===== src/rtl/pipe_stage_buf_if.sv =====
// Valid/ready/data bundle for one side of a pipe_stage_buf.
// The master drives valid and data and the slave drives ready.
interface pipe_stage_buf_if #(
  parameter int unsigned DATA_W = 32
);
  logic              valid;
  logic              ready;
  logic [DATA_W-1:0] data;

  modport master (output valid, output data, input ready);
  modport slave  (input valid, input data, output ready);
endinterface


===== src/rtl/pipe_stage_buf.sv =====
// pipe_stage_buf: DEPTH-entry circular FIFO placed between two pipeline stages.
// Both sides use a valid/ready handshake. A flush empties the buffer. After a
// flush, a drop shadow of FLUSH_SHADOW cycles discards every accepted input.
// Optional build macro PIPE_STAGE_BUF_STATS_EN adds two saturating 32-bit
// counters: stall_cycles and drop_count.
module pipe_stage_buf #(
  parameter int unsigned       DATA_W       = 32,
  parameter int unsigned       DEPTH        = 2,
  parameter logic [DATA_W-1:0] NOP_VALUE    = '0,
  parameter int unsigned       FLUSH_SHADOW = 2
) (
  input  logic                         clk,
  input  logic                         rstn,
  pipe_stage_buf_if.slave              in_if,
  pipe_stage_buf_if.master             out_if,
  input  logic                         flush,
  output logic [$clog2(DEPTH+1)-1:0]   count,
  output logic                         shadow_active
`ifdef PIPE_STAGE_BUF_STATS_EN
  ,
  output logic [31:0]                  stall_cycles,
  output logic [31:0]                  drop_count
`endif
);

  localparam int unsigned CNT_W = $clog2(DEPTH + 1);
  localparam int unsigned PTR_W = (DEPTH > 1) ? $clog2(DEPTH) : 1;
  localparam int unsigned SH_W  = 4;

  logic [DATA_W-1:0] mem [DEPTH];
  logic [PTR_W-1:0]  wr_ptr, rd_ptr;
  logic [PTR_W-1:0]  wr_ptr_nxt, rd_ptr_nxt;
  logic [CNT_W-1:0]  count_nxt;
  logic [SH_W-1:0]   shadow_cnt, shadow_nxt;

  logic in_ready;
  logic out_valid;
  logic accept;
  logic wr_en;
  logic rd_en;
  logic drop;

  // DEPTH may not be a power of two, so the wrap uses an explicit compare.
  function automatic logic [PTR_W-1:0] next_ptr(input logic [PTR_W-1:0] p);
    if (p == PTR_W'(DEPTH - 1))
      return '0;
    else
      return p + PTR_W'(1);
  endfunction

  // Handshake flags. in_ready depends only on registered occupancy, so there
  // is no combinational path from out_ready.
  assign in_ready      = (count != CNT_W'(DEPTH));
  assign out_valid     = (count != '0);
  assign shadow_active = (shadow_cnt != '0);

  assign accept = in_if.valid && in_ready;
  assign wr_en  = accept && !flush && !shadow_active;
  assign rd_en  = out_valid && out_if.ready && !flush;
  assign drop   = accept && (flush || shadow_active);

  assign in_if.ready  = in_ready;
  assign out_if.valid = out_valid;
  assign out_if.data  = out_valid ? mem[rd_ptr] : NOP_VALUE;

  // Next-state: flush wins over read/write and restarts the shadow timer.
  always_comb begin
    count_nxt  = count;
    wr_ptr_nxt = wr_ptr;
    rd_ptr_nxt = rd_ptr;
    shadow_nxt = shadow_cnt;
    if (flush) begin
      count_nxt  = '0;
      wr_ptr_nxt = '0;
      rd_ptr_nxt = '0;
      shadow_nxt = SH_W'(FLUSH_SHADOW);
    end else begin
      if (shadow_active)
        shadow_nxt = shadow_cnt - SH_W'(1);
      if (wr_en)
        wr_ptr_nxt = next_ptr(wr_ptr);
      if (rd_en)
        rd_ptr_nxt = next_ptr(rd_ptr);
      case ({wr_en, rd_en})
        2'b10:   count_nxt = count + CNT_W'(1);
        2'b01:   count_nxt = count - CNT_W'(1);
        default: count_nxt = count;
      endcase
    end
  end

  // Control state register with synchronous active-low reset.
  always_ff @(posedge clk) begin
    if (!rstn) begin
      count      <= '0;
      wr_ptr     <= '0;
      rd_ptr     <= '0;
      shadow_cnt <= '0;
    end else begin
      count      <= count_nxt;
      wr_ptr     <= wr_ptr_nxt;
      rd_ptr     <= rd_ptr_nxt;
      shadow_cnt <= shadow_nxt;
    end
  end

  // Payload storage. It has no reset because out_data is masked to NOP_VALUE when the buffer is empty.
  always_ff @(posedge clk) begin
    if (wr_en)
      mem[wr_ptr] <= in_if.data;
  end

`ifdef PIPE_STAGE_BUF_STATS_EN
  // Saturating stall and drop counters. Only reset clears them. Flush does not.
  always_ff @(posedge clk) begin
    if (!rstn) begin
      stall_cycles <= '0;
      drop_count   <= '0;
    end else begin
      if (out_valid && !out_if.ready && (stall_cycles != 32'hFFFF_FFFF))
        stall_cycles <= stall_cycles + 32'd1;
      if (drop && (drop_count != 32'hFFFF_FFFF))
        drop_count <= drop_count + 32'd1;
    end
  end
`endif

  // Invariants: occupancy is bounded, the buffer is empty during the shadow,
  // and a stalled head entry holds its value.
  a_count_bound : assert property (@(posedge clk) disable iff (!rstn)
    count <= CNT_W'(DEPTH));
  a_shadow_empty : assert property (@(posedge clk) disable iff (!rstn)
    shadow_active |-> (count == '0));
  a_head_stable : assert property (@(posedge clk) disable iff (!rstn)
    (out_valid && !out_if.ready && !flush) |=> $stable(out_if.data));

endmodule


===== src/flat_wrapper.sv =====
// flat-port wrapper written by rule: the top's interface ports become plain ports
module pipe_stage_buf_flat 
#(
  parameter int unsigned       DATA_W       = 32,
  parameter int unsigned       DEPTH        = 2,
  parameter logic [DATA_W-1:0] NOP_VALUE    = '0,
  parameter int unsigned       FLUSH_SHADOW = 2
)
  (clk, rstn, flush, count, shadow_active, in_if_valid, in_if_data, in_if_ready, out_if_valid, out_if_data, out_if_ready);
  pipe_stage_buf_if #(.DATA_W(DATA_W)) in_if_i ();
  pipe_stage_buf_if #(.DATA_W(DATA_W)) out_if_i ();
  input  logic clk;
  input  logic rstn;
  input  logic flush;
  output logic [$clog2(DEPTH+1)-1:0] count;
  output logic shadow_active;
  input wire logic [$bits(in_if_i.valid)-1:0] in_if_valid;
  input wire logic [$bits(in_if_i.data)-1:0] in_if_data;
  output wire logic [$bits(in_if_i.ready)-1:0] in_if_ready;
  output wire logic [$bits(out_if_i.valid)-1:0] out_if_valid;
  output wire logic [$bits(out_if_i.data)-1:0] out_if_data;
  input wire logic [$bits(out_if_i.ready)-1:0] out_if_ready;
  assign in_if_i.valid = in_if_valid;
  assign in_if_i.data = in_if_data;
  assign in_if_ready = in_if_i.ready;
  assign out_if_valid = out_if_i.valid;
  assign out_if_data = out_if_i.data;
  assign out_if_i.ready = out_if_ready;
  pipe_stage_buf #(.DATA_W(DATA_W), .DEPTH(DEPTH), .NOP_VALUE(NOP_VALUE), .FLUSH_SHADOW(FLUSH_SHADOW)) u_core (.clk(clk), .rstn(rstn), .in_if(in_if_i), .out_if(out_if_i), .flush(flush), .count(count), .shadow_active(shadow_active));
endmodule

===== config.mk =====
export PLATFORM = sky130hd
export DESIGN_NAME = pipe_stage_buf_flat
export DESIGN_NICKNAME = d
export VERILOG_FILES = /design/src/rtl/pipe_stage_buf_if.sv /design/src/rtl/pipe_stage_buf.sv /design/src/flat_wrapper.sv
export SDC_FILE = /design/constraint.sdc
export NUM_CORES = 1
export LEC_CHECK = 0
export CAP_MARGIN = 20
export CORE_ASPECT_RATIO = 0.75
export CORE_MARGIN = 2
export CORE_UTILIZATION = 52
export DETAILED_ROUTE_END_ITERATION = 12
export GPL_TIMING_DRIVEN = 1
export PLACE_DENSITY = 0.85
export REMOVE_ABC_BUFFERS = 1
export SLEW_MARGIN = 5
export SYNTH_ARGS = -nofsm -noshare
export SYNTH_HDL_FRONTEND = slang
export SYNTH_SLANG_ARGS = --single-unit

===== constraint.sdc =====
create_clock -name clk -period 8.9 [get_ports clk]
set_clock_uncertainty 0.2 [all_clocks]
set_input_delay 1.78 -clock clk [delete_from_list [all_inputs] [get_ports clk]]
set_output_delay 1.78 -clock clk [all_outputs]
set_load 0.005 [all_outputs]

==> results of run 1 <==
critical path: stages (launching register included):
cell             delay (ns)
dfxtp_2                0.99
mux2i_1                0.20
nor2_1                 0.14
clkdlybuf4s50_1        0.51
metrics by stage:
step	power [W]	area [sq um]	util, %
2_1_floorplan	0.000408	2770	-
3_3_place_gp	0.000438	3630	69.0
3_5_place_dp	0.000440	3630	69.0
4_1_cts	0.000738	3870	73.4
5_1_grt	0.000754	3870	73.4
6_report	0.000727	3870	73.4
final cells by class:
cell class | instances | area share [%]
Clock inverter | 6 | 2.75
Timing Repair Buffer | 76 | 19.5
Inverter | 2 | 0.194
Clock buffer | 10 | 3.30
Sequential cell | 73 | 54.4
Multi-Input combinational cell | 97 | 17.5
Tap cell | 75 | 2.43
per-layer routing:
| metal | vias up | share of wire (%) | GRT usage (%) |
|---|---|---|---|
| li1 | 815 | - | - |
| met1 | 773 | 42 | 19.6 |
| met2 | 52 | 50 | 28.4 |
| met3 | 6 | 6.6 | 8.31 |
| met4 | 0 | 1.0 | 6.25 |
| met5 | - | 0 | 0 |
cells by family (layout without fill, tap and decap cells):
| logic type | count (synthesis) | in the layout | share of synthesized area (%) |
|---|---|---|---|
| multiplexers | 33 | 33 | 11.7 |
| adder cells (fa/ha/maj) | 1 | 1 | 0.445 |
| XOR/XNOR | 3 | 3 | 0.934 |
| AO/OA/AOI/OAI | 9 | 9 | 1.91 |
| AND/OR/NAND/NOR | 51 | 51 | 8.54 |
| buffers and inverters | 9 | 94 | 1.69 |
| flip-flops | 73 | 73 | 74.7 |
power breakdown:
part / leakage, nW / internal (W) / switching [W]
Sequential: 0.657 / 0.000382 / 0.00000402
Clock: 0.114 / 0.000185 / 0.000111
Combinational: 0.484 / 0.0000276 / 0.0000179
Total: 1.26 / 0.000594 / 0.000133
worst max-delay path by stage:
stage | to | cells after the start | start | slack [ns]
after floorplan | u_core.mem[1][0] | 2 | in_if_valid | 3.95
after global placement | out_if_data[22] | 3 | flop | 5.06
after detailed placement | out_if_data[22] | 3 | flop | 5.05
after CTS | out_if_data[22] | 3 | flop | 4.68
after global routing | out_if_data[22] | 3 | flop | 4.52
final | out_if_data[22] | 3 | flop | 4.73
placed cells by master, fill, tap and decap left out, types with 2 or more instances in the layout:
master           instances
clkdlybuf4s50_1         73
dfxtp_1                  8
edfxtp_1                64
buf_4                    3
nor2_1                  37
o21ai_0                  4
a21oi_1                  3
nand2b_1                 3
bufinv_16                3
clkbuf_8                 9
inv_1                    2
xor2_1                   2
mux2i_1                 33
sequential cells by signal, summed over array words and instances (netlist names), named ones only:
signal,cells
u_core.shadow_cnt,4
u_core.rd_ptr,1
u_core.count,2
u_core.mem,64
u_core.wr_ptr,1
==> summary.md, run 1 <==
| Metric | Value |
|---|---|
| Area grow syn2layout | 37.5% |
| FF/Latch Area | 2100 sq um |
| Clock sink total | 73 |
| Final number of setup-violating endpoints | 0 |
| Syn Area/Cell | 15.7 sq um |
| Cell count after synthesis | 179 |
| Reg2reg start | u_core.shadow_cnt[1] |
| Share of the synthesized area in the top cell type | 68.3% |
| Cell taking the most area after synthesis | edfxtp_1 |
| RSZ-0062 raised after global routing | no |
| Nets@finish | 297 |
| RD Place Congestion | 0.688 |
| Vias in the first global route | 1,532 |
| Worst VDD drop | 0.114 mV |
| Asr flop ratio synth | 0% |
| Vias per cell | 4.86 |
| Clock slew at reported path FFs | 0.07 ns |
| Hold path startpoint | u_core.wr_ptr |
| Starting Density | 53.4% |
| Final Hold Viols | 0 |
| Crit path arrival time | 2.19 ns |
| Seq cells post-synth | 73 |
| Req. time, crit path | 6.92 ns |
| Synth Flop Type | edfxtp_1 |
| Top-count cell post-synth | edfxtp_1 |
| Core area | 5270 sq um |
| Dpl cells | 323 |
| Post-synth top cells | 64 x edfxtp_1, 38 x nor2_1, 33 x mux2i_1 |
| Initial DRC count | 45 |
| Leak pwr | 1.26 nW |
| Detailed placer's ending HPWL | 3.22 mm |
| Post-CTS resize count | 0 |
| Antenna Diode Count | 0 |
| Largest cells by area after synthesis | edfxtp_1 68%, mux2i_1 12%, dfxtp_1 6.4%, nor2_1 5.1%, buf_2 0.89% |
| Ports | 74 |
| Area of the multi-input gates | 676 sq um |
| Row count | 23 |
| CTS buffer count | 9 |
| CP max FO | 32 |
| Worst hold path type | reg -> reg |
| Fraction of the cycle the final worst path needs | 46.9% |
| Max-slew violation count | 0 |
| Setup TNS | 0 ns |
| Root Buffer | clkbuf_8 |
| Worst Hold End | u_core.wr_ptr |
| First-pass GRT wire length | 7.22 mm |
| Chip width | 88.9 um |
| H-tree depth | 3 |
| R2R depth | 6 |
| Fraction of layout cells with a size suffix above 1 | 9.09% |
| Drt wl/cell | 14.6 um |
| Final worst setup slack | 4.73 ns |
| Fillcell total | 345 |
| Status | complete, no violations |
| Synth warn | 0 |
| CP Launch Type | flop |
| Max_slew headroom | 33.2% |
| Clk buf depth | 2 |
| CTS tree | yes |
| Drt drc | 0 |
| Via Count | 1,646 |
| Die Y | 67.7 um |
| Post-DRT Antenna Nets | 0 |
| Global Route Usage Sum | 17.2% |
| Pre-Repair DR Iteration Count | 4 |
| PortBufs | 73 |
| Post-CTS Hold Fix Bufs | 0 |
| Pre-CTS setup slack | 5.05 ns |
| WL final | 4.95 mm |
| P per Cell Area | 188 nW/um^2 |
| # Max-Cap Violations | 0 |
| Mapped Area | 2810 sq um |
| Worst-margin pin slew | 1.00 ns |
| Non-filler cells, final | 339 |
| Post-CTS Setup Bufs | 0 |
| Worst R2R Setup Slack | 6.70 ns |
| Reg2reg end | u_core.count[1] |
| Clk Latency, worst-skew pair | 0.33 ns |
| Period minus WS final | 4.17 ns |
| Initial antenna violation count | 0 |
| Pin count of the biggest net entering global routing | 33 |
| GRT Residual Overflow | 0 |
| CP Class | reg -> out |
| Max frequency | 0.240 GHz |
| Endpoint type of the worst setup path | primary output |
| Die footprint | 6020 sq um |
| Seq/Total Area, Yosys | 74.7% |
| Post-synth EDFFs | 64 |
| Library cells used by synthesis | 24 |
| Min Hold Slack | 0.310 ns |
| WHS Path Cells | 2 |
Power figures use the tool's default switching activity.
==> inputs of run 2 (changes only) <==
--- a/config.mk
+++ b/config.mk
@@ -8,10 +8,10 @@
 export CAP_MARGIN = 20
 export CORE_ASPECT_RATIO = 0.75
 export CORE_MARGIN = 2
-export CORE_UTILIZATION = 52
+export CORE_UTILIZATION = 48
 export DETAILED_ROUTE_END_ITERATION = 12
 export GPL_TIMING_DRIVEN = 1
-export PLACE_DENSITY = 0.85
+export PLACE_DENSITY = 0.79
 export REMOVE_ABC_BUFFERS = 1
 export SLEW_MARGIN = 5
 export SYNTH_ARGS = -nofsm -noshare
==> constraint.sdc (replaced) <==
create_clock -name clk -period 3.9 [get_ports clk]
set_clock_uncertainty 0.2 [all_clocks]
set_input_delay 0.78 -clock clk [delete_from_list [all_inputs] [get_ports clk]]
set_output_delay 0.78 -clock clk [all_outputs]
set_load 0.005 [all_outputs]
==> summary.md, run 2 (synthesized netlist as in run 1, its figures left out) <==
| Metric | Value |
|---|---|
| Status | complete, no violations |
| Hold path startpoint | u_core.wr_ptr |
| Sequential share of power | 52.3% |
| Reg2reg start | u_core.shadow_cnt[1] |
| First-pass GRT wire length | 7.67 mm |
| CP Launch Type | flop |
| Clk buf depth | 2 |
| Clock share of power | 41.4% |
| Die footprint | 6490 sq um |
| CP max FO | 18 |
| Switching part of the total | 18.9% |
| Antenna Diode Count | 0 |
| Critical path's slowest cell | nor2_2 |
| Worst Setup SP | u_core.count[0] |
| CTS tree | yes |
| # Max-Cap Violations | 0 |
| Reg with most FFs | u_core.mem |
| Via Count | 1,639 |
| Largest register FFs | 64 |
| CTS buffer count | 9 |
| P per Cell Area | 432 nW/um^2 |
| Starting Density | 49.0% |
| CP peak stage delay | 0.59 ns |
| Post-route cell area | 3890 sq um |
| CP Class | reg -> out |
| Post-CTS Hold Fix Bufs | 0 |
| Worst-margin pin slew | 0.736 ns |
| Post-DRT Antenna Nets | 0 |
| Leak pwr | 1.26 nW |
| Most frequent cells in the layout | 73 x clkdlybuf4s50_1, 64 x edfxtp_1, 37 x nor2_1, 33 x mux2i_1, 9 x clkbuf_8 |
| Vias in the first global route | 1,614 |
| Post-CTS resize count | 0 |
| Crit path cell chain | nor2_2 -> buf_4 -> nor2_1 -> clkdlybuf4s50_1 |
| Crit path arrival time | 2.18 ns |
| Final Core Density | 67.8% |
| Setup TNS | 0 ns |
| Post-CTS Setup Bufs | 0 |
| DP Area | 3640 sq um |
| Max frequency | 0.316 GHz |
| Pin count of the biggest net entering global routing | 33 |
| PortBufs | 73 |
| Final Hold Viols | 0 |
| Fraction of the cycle the final worst path needs | 81.1% |
| Clock slew at reported path FFs | 0.07 ns |
| Chip width | 92.4 um |
| Area grow syn2layout | 38.2% |
| RD Place Congestion | 0.749 |
| CP delay by family, top | buffers and inverters |
| Drt wl/cell | 14.0 um |
| Top flop regs | u_core.mem (64), u_core.shadow_cnt (4), u_core.count (2) |
| Comb pwr share | 6.2% |
| Core area | 5740 sq um |
| GRT Residual Overflow | 0 |
| Initial antenna violation count | 0 |
| Period minus WS final | 3.16 ns |
| Nets@finish | 298 |
| Power Internal | 0.00136 W |
| Detailed placer's ending HPWL | 3.19 mm |
| Die Y | 70.3 um |
| H-tree depth | 3 |
| RSZ-0062 raised after global routing | no |
| Clock sink total | 73 |
| Vias per cell | 4.78 |
| CP Buf/Inv Count | 2 |
| Worst VDD drop | 0.311 mV |
| Max_slew headroom | 50.9% |
| Drt drc | 0 |
| Fraction of layout cells with a size suffix above 1 | 9.81% |
| P_sw | 0.000317 W |
| Req. time, crit path | 2.92 ns |
| Worst hold path type | reg -> reg |
| Final number of setup-violating endpoints | 0 |
| Endpoint type of the worst setup path | primary output |
| Ports | 74 |
| WL final | 4.80 mm |
| Row count | 24 |
| Root Buffer | clkbuf_8 |
| Max-slew violation count | 0 |
| Clk Latency, worst-skew pair | 0.33 ns |
| Global Route Usage Sum | 16.3% |
| Pre-Repair DR Iteration Count | 4 |
| Leading cell type in the layout, fill and taps excluded | clkdlybuf4s50_1 |
| Initial DRC count | 64 |
## run 2: cell count changes in the layout (fill, tap and decap cells not counted)
cell,before,now
buf_4,3,4
clkinv_1,1,0
clkinv_2,1,0
clkinv_4,0,1
inv_6,0,1
## run 2: stage by stage
stage	cells	setup slack (ns)	hold slack, ns	total power, W
2_1_floorplan	172	-0.0477	0.255	0.000932
4_1_cts	343	0.674	0.297	0.00171
5_1_grt	343	0.519	0.334	0.00175
6_report	343	0.737	0.296	0.00168
3_3_place_gp	327	1.11	0.278	0.000999
3_5_place_dp	327	1.06	0.287	0.00100
## run 2: per-layer routing
| layer | vias to the layer above | track usage [%] | wire length (um) | share of wire, % |
|---|---|---|---|---|
| met1 | 767 | 19.9 | 2130 | 44 |
| li1 | 817 | - | - | - |
| met5 | - | 0 | 0 | 0 |
| met3 | 6 | 6.90 | 311 | 6.5 |
| met2 | 49 | 25.1 | 2270 | 47 |
| met4 | 0 | 7.46 | 80 | 1.7 |
## run 2: worst paths after layout
check	endpoint	slack, ns	cells after the start
worst max-delay path	out_if_data[7]	0.74	4
worst min-delay path	u_core.wr_ptr	0.30	2
worst max register to register	u_core.count[1]	1.73	6
worst min register to register	u_core.wr_ptr	0.30	2
## run 2: worst min-delay path, stage by stage (launching register included)
cell     delay, ns
dfxtp_1       0.34
nand2_1       0.06
mux2i_1       0.05
## run 2: area by class of cell
cell class | count | area [sq um]
Clock buffer | 10 | 128
Timing Repair Buffer | 77 | 761
Tap cell | 78 | 97.6
Multi-Input combinational cell | 97 | 676
Inverter | 2 | 7.51
Clock inverter | 6 | 115
Fill cell | 419 | 1850
Sequential cell | 73 | 2100
## run 2: power groups by stage
stage          registers (W)  clock network, W  logic (W)
6_report            0.000879          0.000696   0.000105
5_1_grt             0.000881          0.000751   0.000115
4_1_cts             0.000879          0.000720   0.000107
3_5_place_dp        0.000897                 0   0.000106
3_3_place_gp        0.000896                 0   0.000104
2_1_floorplan       0.000897                 0  0.0000346
